[src/rtl/clock_pkg.sv]
// Shared types and helpers for the clock controller.
package clock_pkg;

    localparam int unsigned TIME_W = 6;

    typedef logic [TIME_W-1:0] time_t;

    typedef enum logic [1:0] {
        ST_RUN       = 2'd0,
        ST_SET_MIN   = 2'd1,
        ST_SET_SEC   = 2'd2,
        ST_SET_ALARM = 2'd3
    } state_e;

    // Increment a time field, wrapping to zero once it reaches max_v.
    function automatic time_t inc_wrap(input time_t v, input time_t max_v);
        if (v >= max_v) begin
            return '0;
        end
        return v + time_t'(1);
    endfunction

endpackage

[src/rtl/clock_ctrl_if.sv]
// Buttons, datapath time and control outputs of the clock controller.
interface clock_ctrl_if;

    logic                  btn_mode;
    logic                  btn_inc;
    logic                  alarm_en;
    clock_pkg::time_t      cur_seconds;
    clock_pkg::time_t      cur_minutes;
    logic                  run_en;
    logic                  load_en;
    clock_pkg::time_t      load_minutes;
    clock_pkg::time_t      load_seconds;
    clock_pkg::time_t      alarm_minutes;
    logic                  alarm_ring;
    logic [1:0]            mode;

    modport master (
        output btn_mode, btn_inc, alarm_en, cur_seconds, cur_minutes,
        input  run_en, load_en, load_minutes, load_seconds, alarm_minutes,
               alarm_ring, mode
    );

    modport slave (
        input  btn_mode, btn_inc, alarm_en, cur_seconds, cur_minutes,
        output run_en, load_en, load_minutes, load_seconds, alarm_minutes,
               alarm_ring, mode
    );

endinterface

[src/rtl/clock_ctrl_btn_edge.sv]
// Rising-edge detector for one debounced button level.
module btn_edge (
    input  logic clk,
    input  logic reset,
    input  logic level,
    output logic rise_c
);

    logic prev_q;
    logic prev_d;

    // Next value of the previous-level register.
    always_comb begin
        prev_d = level;
    end

    // Previous-level register.
    always_ff @(posedge clk) begin
        if (reset) begin
            prev_q <= 1'b0;
        end else begin
            prev_q <= prev_d;
        end
    end

    assign rise_c = level & ~prev_q;

endmodule

[src/rtl/clock_ctrl.sv]
// Mode/set/alarm controller for a minutes:seconds clock datapath.
module clock_ctrl
    import clock_pkg::*;
#(
    parameter int unsigned MAX_MIN   = 59,
    parameter int unsigned MAX_SEC   = 59,
    parameter int unsigned ALARM_LEN = 10
) (
    input  logic        clk,
    input  logic        reset,
    clock_ctrl_if.slave bus
);

    localparam int unsigned CNT_W     = (ALARM_LEN > 1) ? $clog2(ALARM_LEN) : 1;
    localparam time_t       MAX_MIN_T = TIME_W'(MAX_MIN);
    localparam time_t       MAX_SEC_T = TIME_W'(MAX_SEC);

    state_e           state_q, state_d;
    time_t            load_min_q, load_min_d;
    time_t            load_sec_q, load_sec_d;
    time_t            alarm_min_q, alarm_min_d;
    logic             load_en_q, load_en_d;
    logic             run_en_q, run_en_d;
    logic             ring_q, ring_d;
    logic [CNT_W-1:0] ring_cnt_q, ring_cnt_d;
    logic             match_prev_q, match_prev_d;

    logic             mode_ev_c;
    logic             inc_ev_c;
    logic             match_c;
    logic             cancel_c;

    btn_edge u_mode_edge (.clk(clk), .reset(reset), .level(bus.btn_mode), .rise_c(mode_ev_c));
    btn_edge u_inc_edge  (.clk(clk), .reset(reset), .level(bus.btn_inc),  .rise_c(inc_ev_c));

    assign match_c = bus.alarm_en && (bus.cur_minutes == alarm_min_q) && (bus.cur_seconds == '0);

    // State and output registers.
    always_ff @(posedge clk) begin
        if (reset) begin
            state_q      <= ST_RUN;
            load_min_q   <= '0;
            load_sec_q   <= '0;
            alarm_min_q  <= '0;
            load_en_q    <= 1'b0;
            run_en_q     <= 1'b1;
            ring_q       <= 1'b0;
            ring_cnt_q   <= '0;
            match_prev_q <= 1'b0;
        end else begin
            state_q      <= state_d;
            load_min_q   <= load_min_d;
            load_sec_q   <= load_sec_d;
            alarm_min_q  <= alarm_min_d;
            load_en_q    <= load_en_d;
            run_en_q     <= run_en_d;
            ring_q       <= ring_d;
            ring_cnt_q   <= ring_cnt_d;
            match_prev_q <= match_prev_d;
        end
    end

    // Each mode event steps RUN -> SET_MIN -> SET_SEC -> SET_ALARM -> RUN.
    always_comb begin
        state_d = state_q;
        if (mode_ev_c) begin
            case (state_q)
                ST_RUN:       state_d = ST_SET_MIN;
                ST_SET_MIN:   state_d = ST_SET_SEC;
                ST_SET_SEC:   state_d = ST_SET_ALARM;
                ST_SET_ALARM: state_d = ST_RUN;
                default:      state_d = ST_RUN;
            endcase
        end
    end

    // Field edits, load strobe, run enable and alarm ring timing.
    always_comb begin
        load_min_d   = load_min_q;
        load_sec_d   = load_sec_q;
        alarm_min_d  = alarm_min_q;
        load_en_d    = 1'b0;
        run_en_d     = (state_d == ST_RUN) || (state_d == ST_SET_ALARM);
        ring_d       = ring_q;
        ring_cnt_d   = ring_cnt_q;
        match_prev_d = match_c;
        cancel_c     = mode_ev_c || inc_ev_c || !bus.alarm_en || (state_d != ST_RUN);

        // A mode event takes priority and swallows a coincident inc event.
        case (state_q)
            ST_RUN: begin
                if (mode_ev_c) begin
                    load_min_d = bus.cur_minutes;
                    load_sec_d = bus.cur_seconds;
                end
            end
            ST_SET_MIN: begin
                if (inc_ev_c && !mode_ev_c) begin
                    load_min_d = inc_wrap(load_min_q, MAX_MIN_T);
                end
            end
            ST_SET_SEC: begin
                if (mode_ev_c) begin
                    load_en_d = 1'b1;
                end else if (inc_ev_c) begin
                    load_sec_d = inc_wrap(load_sec_q, MAX_SEC_T);
                end
            end
            ST_SET_ALARM: begin
                if (inc_ev_c && !mode_ev_c) begin
                    alarm_min_d = inc_wrap(alarm_min_q, MAX_MIN_T);
                end
            end
            default: ;
        endcase

        // Ring starts on the first matching cycle and counts down ALARM_LEN cycles.
        if (cancel_c) begin
            ring_d     = 1'b0;
            ring_cnt_d = '0;
        end else if (ring_q) begin
            if (ring_cnt_q == '0) begin
                ring_d = 1'b0;
            end else begin
                ring_cnt_d = ring_cnt_q - CNT_W'(1);
            end
        end else if ((state_q == ST_RUN) && match_c && !match_prev_q) begin
            ring_d     = 1'b1;
            ring_cnt_d = CNT_W'(ALARM_LEN - 1);
        end
    end

    assign bus.run_en        = run_en_q;
    assign bus.load_en       = load_en_q;
    assign bus.load_minutes  = load_min_q;
    assign bus.load_seconds  = load_sec_q;
    assign bus.alarm_minutes = alarm_min_q;
    assign bus.alarm_ring    = ring_q;
    assign bus.mode          = state_q;

endmodule

[src/flat_wrapper.sv]
// flat-port wrapper written by rule: the top's interface ports become plain ports
module clock_ctrl_flat import clock_pkg::*;
#(
    parameter int unsigned MAX_MIN   = 59,
    parameter int unsigned MAX_SEC   = 59,
    parameter int unsigned ALARM_LEN = 10
)
  (clk, reset, bus_btn_mode, bus_btn_inc, bus_alarm_en, bus_cur_seconds, bus_cur_minutes, bus_run_en, bus_load_en, bus_load_minutes, bus_load_seconds, bus_alarm_minutes, bus_alarm_ring, bus_mode);
  clock_ctrl_if bus_i ();
  input  logic clk;
  input  logic reset;
  input wire logic [$bits(bus_i.btn_mode)-1:0] bus_btn_mode;
  input wire logic [$bits(bus_i.btn_inc)-1:0] bus_btn_inc;
  input wire logic [$bits(bus_i.alarm_en)-1:0] bus_alarm_en;
  input wire logic [$bits(bus_i.cur_seconds)-1:0] bus_cur_seconds;
  input wire logic [$bits(bus_i.cur_minutes)-1:0] bus_cur_minutes;
  output wire logic [$bits(bus_i.run_en)-1:0] bus_run_en;
  output wire logic [$bits(bus_i.load_en)-1:0] bus_load_en;
  output wire logic [$bits(bus_i.load_minutes)-1:0] bus_load_minutes;
  output wire logic [$bits(bus_i.load_seconds)-1:0] bus_load_seconds;
  output wire logic [$bits(bus_i.alarm_minutes)-1:0] bus_alarm_minutes;
  output wire logic [$bits(bus_i.alarm_ring)-1:0] bus_alarm_ring;
  output wire logic [$bits(bus_i.mode)-1:0] bus_mode;
  assign bus_i.btn_mode = bus_btn_mode;
  assign bus_i.btn_inc = bus_btn_inc;
  assign bus_i.alarm_en = bus_alarm_en;
  assign bus_i.cur_seconds = bus_cur_seconds;
  assign bus_i.cur_minutes = bus_cur_minutes;
  assign bus_run_en = bus_i.run_en;
  assign bus_load_en = bus_i.load_en;
  assign bus_load_minutes = bus_i.load_minutes;
  assign bus_load_seconds = bus_i.load_seconds;
  assign bus_alarm_minutes = bus_i.alarm_minutes;
  assign bus_alarm_ring = bus_i.alarm_ring;
  assign bus_mode = bus_i.mode;
  clock_ctrl #(.MAX_MIN(MAX_MIN), .MAX_SEC(MAX_SEC), .ALARM_LEN(ALARM_LEN)) u_core (.clk(clk), .reset(reset), .bus(bus_i));
endmodule
[config.mk]
export PLATFORM = sky130hd
export DESIGN_NAME = clock_ctrl_flat
export DESIGN_NICKNAME = d
export VERILOG_FILES = /design/src/rtl/clock_pkg.sv /design/src/rtl/clock_ctrl_if.sv /design/src/rtl/clock_ctrl_btn_edge.sv /design/src/rtl/clock_ctrl.sv /design/src/flat_wrapper.sv
export SDC_FILE = /design/constraint.sdc
export NUM_CORES = 1
export LEC_CHECK = 0
export BUFFER_PORTS_ARGS = -buffer_cell sky130_fd_sc_hd__buf_2
export CAP_MARGIN = 20
export CORE_MARGIN = 5
export CORE_UTILIZATION = 53
export DETAILED_ROUTE_END_ITERATION = 6
export PLACE_DENSITY = 0.79
export REMOVE_ABC_BUFFERS = 1
export SYNTH_ARGS = -nofsm -noshare
export SYNTH_HDL_FRONTEND = slang
export SYNTH_SLANG_ARGS = --single-unit
[constraint.sdc]
create_clock -name clk -period 3.2 [get_ports clk]
set_input_delay 0.64 -clock clk [delete_from_list [all_inputs] [get_ports clk]]
set_output_delay 0.64 -clock clk [all_outputs]
set_load 0.005 [all_outputs]
==> metrics.cfg, run 1 <==
[status]
status=finished clean

[timing]
setup_viol=0
worstMarginPinSlew_ns=0.651
hold_viol=0
max_slew_margin_pct=56.0
final-max-slew-violation-count=0
finalClockSkew_ns=0.00333
final.period_utilization_pct=76.6
fin_tns_setup_ns=0
rsz0062_at_grt=no
setup_ws_ns=0.749
finalCriticalPeriod_ns=2.45
max_freq_mhz=408

[clocking]
cts_root_buffer=clkbuf_4
h-tree-depth=2
cts_tree=done
postCtsHoldBufs=0
clockBufferDepth=2
cts_buffers=5
cts_setup_buffers=0
cts_sinks=30
cts.clk_slew.worst_paths_ns=0.09
clk_latency_ns=0.32
cts_resized=0

[global_routing]
grt_util_all_layers_pct=20.9
antenna_found_initial=0
gr-total-overflow=0
grt_max_degree=21
grt_first_pass_wirelength_um=7290
grt_pass1_vias=1595

[synth]
synthTopCellsByArea=dfxtp_1 (35%), ha_1 (6.5%), nor2_1 (4.5%)
yosysTopAreaCellShare_pct=34.6
ys_seq_area_share_pct=34.6
synth_edf_count=0
synth-async-reset-ratio_pct=0
avgSynthCellArea_sq_um=8.30
synth-seq-cells=30
synth.most_common_cell=dfxtp_1
yosys_warnings=0
synth_ff_type=dfxtp_1
syn_area_sq_um=1740
synth_commonest_cells=dfxtp_1 (30), nor2_1 (21), nand2_1 (13)
synthCells=209
synth_top_area_cell=dfxtp_1
ys_types=48

[routing]
highest_layer=met4
vias=1728
met3_length_um=196
drt-initial-drc-count=104
drc_errors=0
wl_met2_um=2130
firstDrtPassIters=4
drtAntennaViolNets=0
wl_per_cell_um=14.8
viasPerCell=5.92
wl_met1_um=1980
wl_um=4330

[die]
die_y_um=67.2
dieArea_sq_um=4520
dieWidth_um=67.2
ios=40
core_area_sq_um=3100
initial_core_util_pct=55.9
core.rowCount=20

[setup_path]
required_ns=3.43
slowest_stage=or4_1
worst_setup_path_start_kind=flop
cp-end-kind=flop
crit_path_max_incr_delay_ns=0.49
critical_path.max_fanout=9
cpMostUsedCell=ha_1
critPathKind=reg2reg
cp_cell_sequence=inv_1 > ha_1 > or3_1 > o21ai_0 > ha_1 > nand2_1 > or4_1 > nor4b_1
cp.arrival_ns=2.68

[layout]
antenna_cells=0
final_nets=273
drive_gt1_share_pct=20.6
area_growth_pct=16.0

[place]
port_buffers=39
dpl_worst_slack_ns=0.550
gp_congestion=0.858
hpwl_um=3230

[worst_hold_path]
hold_path_class=reg2reg

[pwr]
vdd_drop_max_mv=0.238
p_leak_nw=0.826
p_per_area_nw_per_um2=396

[flow_run]
cap_violations=0

==> routing by layer <==
layer / track usage (%) / vias up
li1: - / 862
met1: 27.1 / 814
met2: 33.3 / 46
met3: 6.49 / 6
met4: 6.08 / 0
met5: 0 / -
==> flip-flops by register name (all words and copies together) (netlist names), 2 cells and up <==
signal                    cells
u_core.ring_cnt_q             4
u_core.bus.load_seconds       6
u_core.bus.mode               2
u_core.bus.alarm_minutes      6
u_core.bus.load_minutes       6
==> power by group <==
| group | switching (mW) | internal (mW) | leakage [nW] |
|---|---|---|---|
| registers | 0.0213 | 0.392 | 0.244 |
| logic | 0.0842 | 0.0629 | 0.547 |
| clock network | 0.131 | 0.105 | 0.0343 |
==> path summary, 6_finish.rpt <==
check	startpoint	end	cells past startpoint	slack [ns]
max	u_core.bus.mode[0]	u_core.ring_cnt_q[2]	8	0.75
min reg2reg	u_core.u_mode_edge.prev_q	u_core.bus.load_en	1	0.48
min	u_core.u_mode_edge.prev_q	u_core.bus.load_en	1	0.48
max reg2reg	u_core.bus.mode[0]	u_core.ring_cnt_q[2]	8	0.75
==> cell families after synthesis <==
| logic type | Yosys count | share of synthesized area (%) |
|---|---|---|
| DFF | 30 | 34.6 |
| muxes | 1 | 0.577 |
| buffers and inverters | 20 | 4.69 |
| adders and majority gates | 9 | 6.49 |
| and+or+nand+nor | 84 | 26.2 |
| AOI/OAI and AO/OA | 56 | 22.9 |
| xor gates and xnor gates | 9 | 4.54 |
==> placed cells by master (no fill, tap or decap), types with 3 or more instances in the layout <==
cell / count
a211oi_1: 4
a21oi_1: 10
a221oi_1: 3
a222oi_1: 4
buf_2: 39
clkbuf_4: 5
dfxtp_1: 30
ha_1: 9
inv_1: 10
nand2_1: 13
nand3_1: 8
nand4b_1: 5
nor2_1: 21
nor2b_1: 4
nor3_1: 11
nor4b_1: 4
o21ai_0: 12
o32ai_1: 3
or3_1: 3
xnor2_1: 3
xor2_1: 6
==> stage by stage <==
stage                     util [%]  cells  power, mW  cell area (sq um)  hold WS (ns)
after floorplan                  -    201      0.507               1700         0.424
after global placement        62.8    284      0.564               1950         0.458
after detailed placement      62.8    284      0.566               1950         0.457
after CTS                     64.9    292      0.804               2010         0.483
after global routing          64.9    292      0.852               2010         0.508
final                         64.9    292      0.797               2010         0.484
==> layout make-up <==
type                            count  area, sq um
Clock buffer                        6         51.3
Clock inverter                      2         12.5
Fill cell                         299         1090
Inverter                           12         45.0
Multi-Input combinational cell    159         1050
Sequential cell                    30          601
Tap cell                           44         55.1
Timing Repair Buffer               39          195
==> critical path: cells and delay by family (launching register included) <==
family	cells	cell delay, ns
flip-flops	1	0.42
buffers and inverters	1	0.09
AO/OA/AOI/OAI	1	0.12
adder cells (fa/ha/maj)	2	0.49
AND/OR/NAND/NOR	4	1.23
No activity file was read; power rests on OpenSTA's default activity.
==> inputs of run 2 (changes only) <==
--- a/config.mk
+++ b/config.mk
@@ -8,9 +8,9 @@
 export BUFFER_PORTS_ARGS = -buffer_cell sky130_fd_sc_hd__buf_2
 export CAP_MARGIN = 20
 export CORE_MARGIN = 5
-export CORE_UTILIZATION = 53
+export CORE_UTILIZATION = 48
 export DETAILED_ROUTE_END_ITERATION = 6
-export PLACE_DENSITY = 0.79
+export PLACE_DENSITY = 0.75
 export REMOVE_ABC_BUFFERS = 1
 export SYNTH_ARGS = -nofsm -noshare
 export SYNTH_HDL_FRONTEND = slang
==> constraint.sdc (replaced) <==
create_clock -name clk -period 2.21 [get_ports clk]
set_input_delay 0.442 -clock clk [delete_from_list [all_inputs] [get_ports clk]]
set_output_delay 0.442 -clock clk [all_outputs]
set_load 0.005 [all_outputs]
==> metrics.cfg, run 2 (synthesis results as in run 1) <==
[global_routing]
gr-total-overflow=0
grt_first_pass_wirelength_um=7610
grt_util_all_layers_pct=19.0
grt_pass1_vias=1634
grt_max_degree=14
antenna_found_initial=0

[clocking]
cts_resized=1
cts_tree=done
cts_setup_buffers=0
clk_latency_ns=0.34
clockBufferDepth=2
cts_buffers=5
cts_sinks=30
postCtsHoldBufs=0
cts_root_buffer=clkbuf_4
h-tree-depth=2
cts.clk_slew.worst_paths_ns=0.09

[worst_hold_path]
hp-start=bus_btn_inc
hold_path_class=in2reg

[timing]
hold_viol=0
setup_viol=0
max_slew_margin_pct=65.3
finalCriticalPeriod_ns=2.15
hold_slack_ns=0.344
worstMarginPinSlew_ns=0.516
final.period_utilization_pct=97.3
final-max-slew-violation-count=0
setup_ws_ns=0.0587
finalClockSkew_ns=0.0101
max_freq_mhz=465

[place]
hpwl_um=3360
port_buffers=39
dpl_worst_slack_ns=-0.0401
gp_congestion=0.877

[pwr]
p_leak_nw=0.918
vdd_drop_max_mv=0.413
p_per_area_nw_per_um2=549
power.total_mw=1.19

[routing]
vias=1860
wl_um=4620
firstDrtPassIters=4
drc_errors=0
drt-initial-drc-count=133
viasPerCell=5.96
wl_per_cell_um=14.8
drtAntennaViolNets=0

[status]
status=finished clean

[layout]
multi_input_comb_area_sq_um=1070
n_fill_cell=323
area_growth_pct=24.9
layout_common_cells=buf_2 (39), dfxtp_1 (28), nor2_1 (21), buf_4 (18), nand2_1 (13)
antenna_cells=0
regArea_sq_um=603
mostFrequentLayoutCell=buf_2
post-route-util_pct=63.4
final_nets=291
drive_gt1_share_pct=27.8

[die]
initial_core_util_pct=50.8
ios=40
dieWidth_um=70.1
core.rowCount=21
core_area_sq_um=3420
die_y_um=70.1
dieArea_sq_um=4920

[setup_path]
cp.arrival_ns=2.39
reg2reg_from=u_core.bus.mode[0]
critPathKind=reg2reg
cp-end-kind=flop
critical_path.max_fanout=6
required_ns=2.45
critPathLaunch=u_core.bus.mode[0]
worst_setup_path_start_kind=flop

[flow_run]
cap_violations=0

[run 2: cell types whose count changed in the layout (fill, tap and decap cells not counted), sizes merged]
cell / delta
buf: +18
clkbuf: +1
clkinvlp: -1
[run 2: area by class of cell]
type                       count  area share (%)
clock buffer                   7            2.54
timing repair buffer          57            15.2
clock inverter                 1           0.231
sequential                    30            27.8
inverter                      12            2.08
tap                           46            2.66
multi-input combinational    159            49.4
[run 2: path summary, 6_finish.rpt]
path                            depth (start not counted)  slack [ns]                       end
worst min-delay path                                    2        0.34  u_core.u_inc_edge.prev_q
worst max register to register                          8        0.06      u_core.ring_cnt_q[2]
worst min register to register                          1        0.49        u_core.bus.load_en
worst max-delay path                                    8        0.06      u_core.ring_cnt_q[2]
[run 2: power breakdown]
part           internal, mW  leakage [nW]  total (mW)  switching [mW]
clock                 0.154        0.0353       0.340           0.186
combinational         0.119         0.638       0.252           0.133
sequential            0.568         0.245       0.598          0.0303
[run 2: through the flow]
step           std cells  cell area [sq um]  setup TNS (ns)
2_1_floorplan        201               1700          -0.144
3_3_place_gp         304               2090               0
6_report             312               2170               0
5_1_grt              312               2170         -0.0348
3_5_place_dp         304               2090         -0.0639
4_1_cts              312               2150               0
[run 2: worst max-delay path, stage by stage (launching register included)]
cell and delay [ns]:
dfxtp_2 0.33, inv_1 0.05, ha_1 0.20, or3_1 0.40, o21ai_2 0.09, ha_1 0.17, nand2_1 0.04, or4_4 0.47
nor4b_1 0.31
[run 2: metal layers]
metal  GRT usage (%)  wire, um  vias to the layer above
met5               0         0                        -
met4            6.81        44                        0
met3            5.31       337                        4
met2            28.2      2100                       71
met1            26.1      2130                      882
li1                -         -                      903
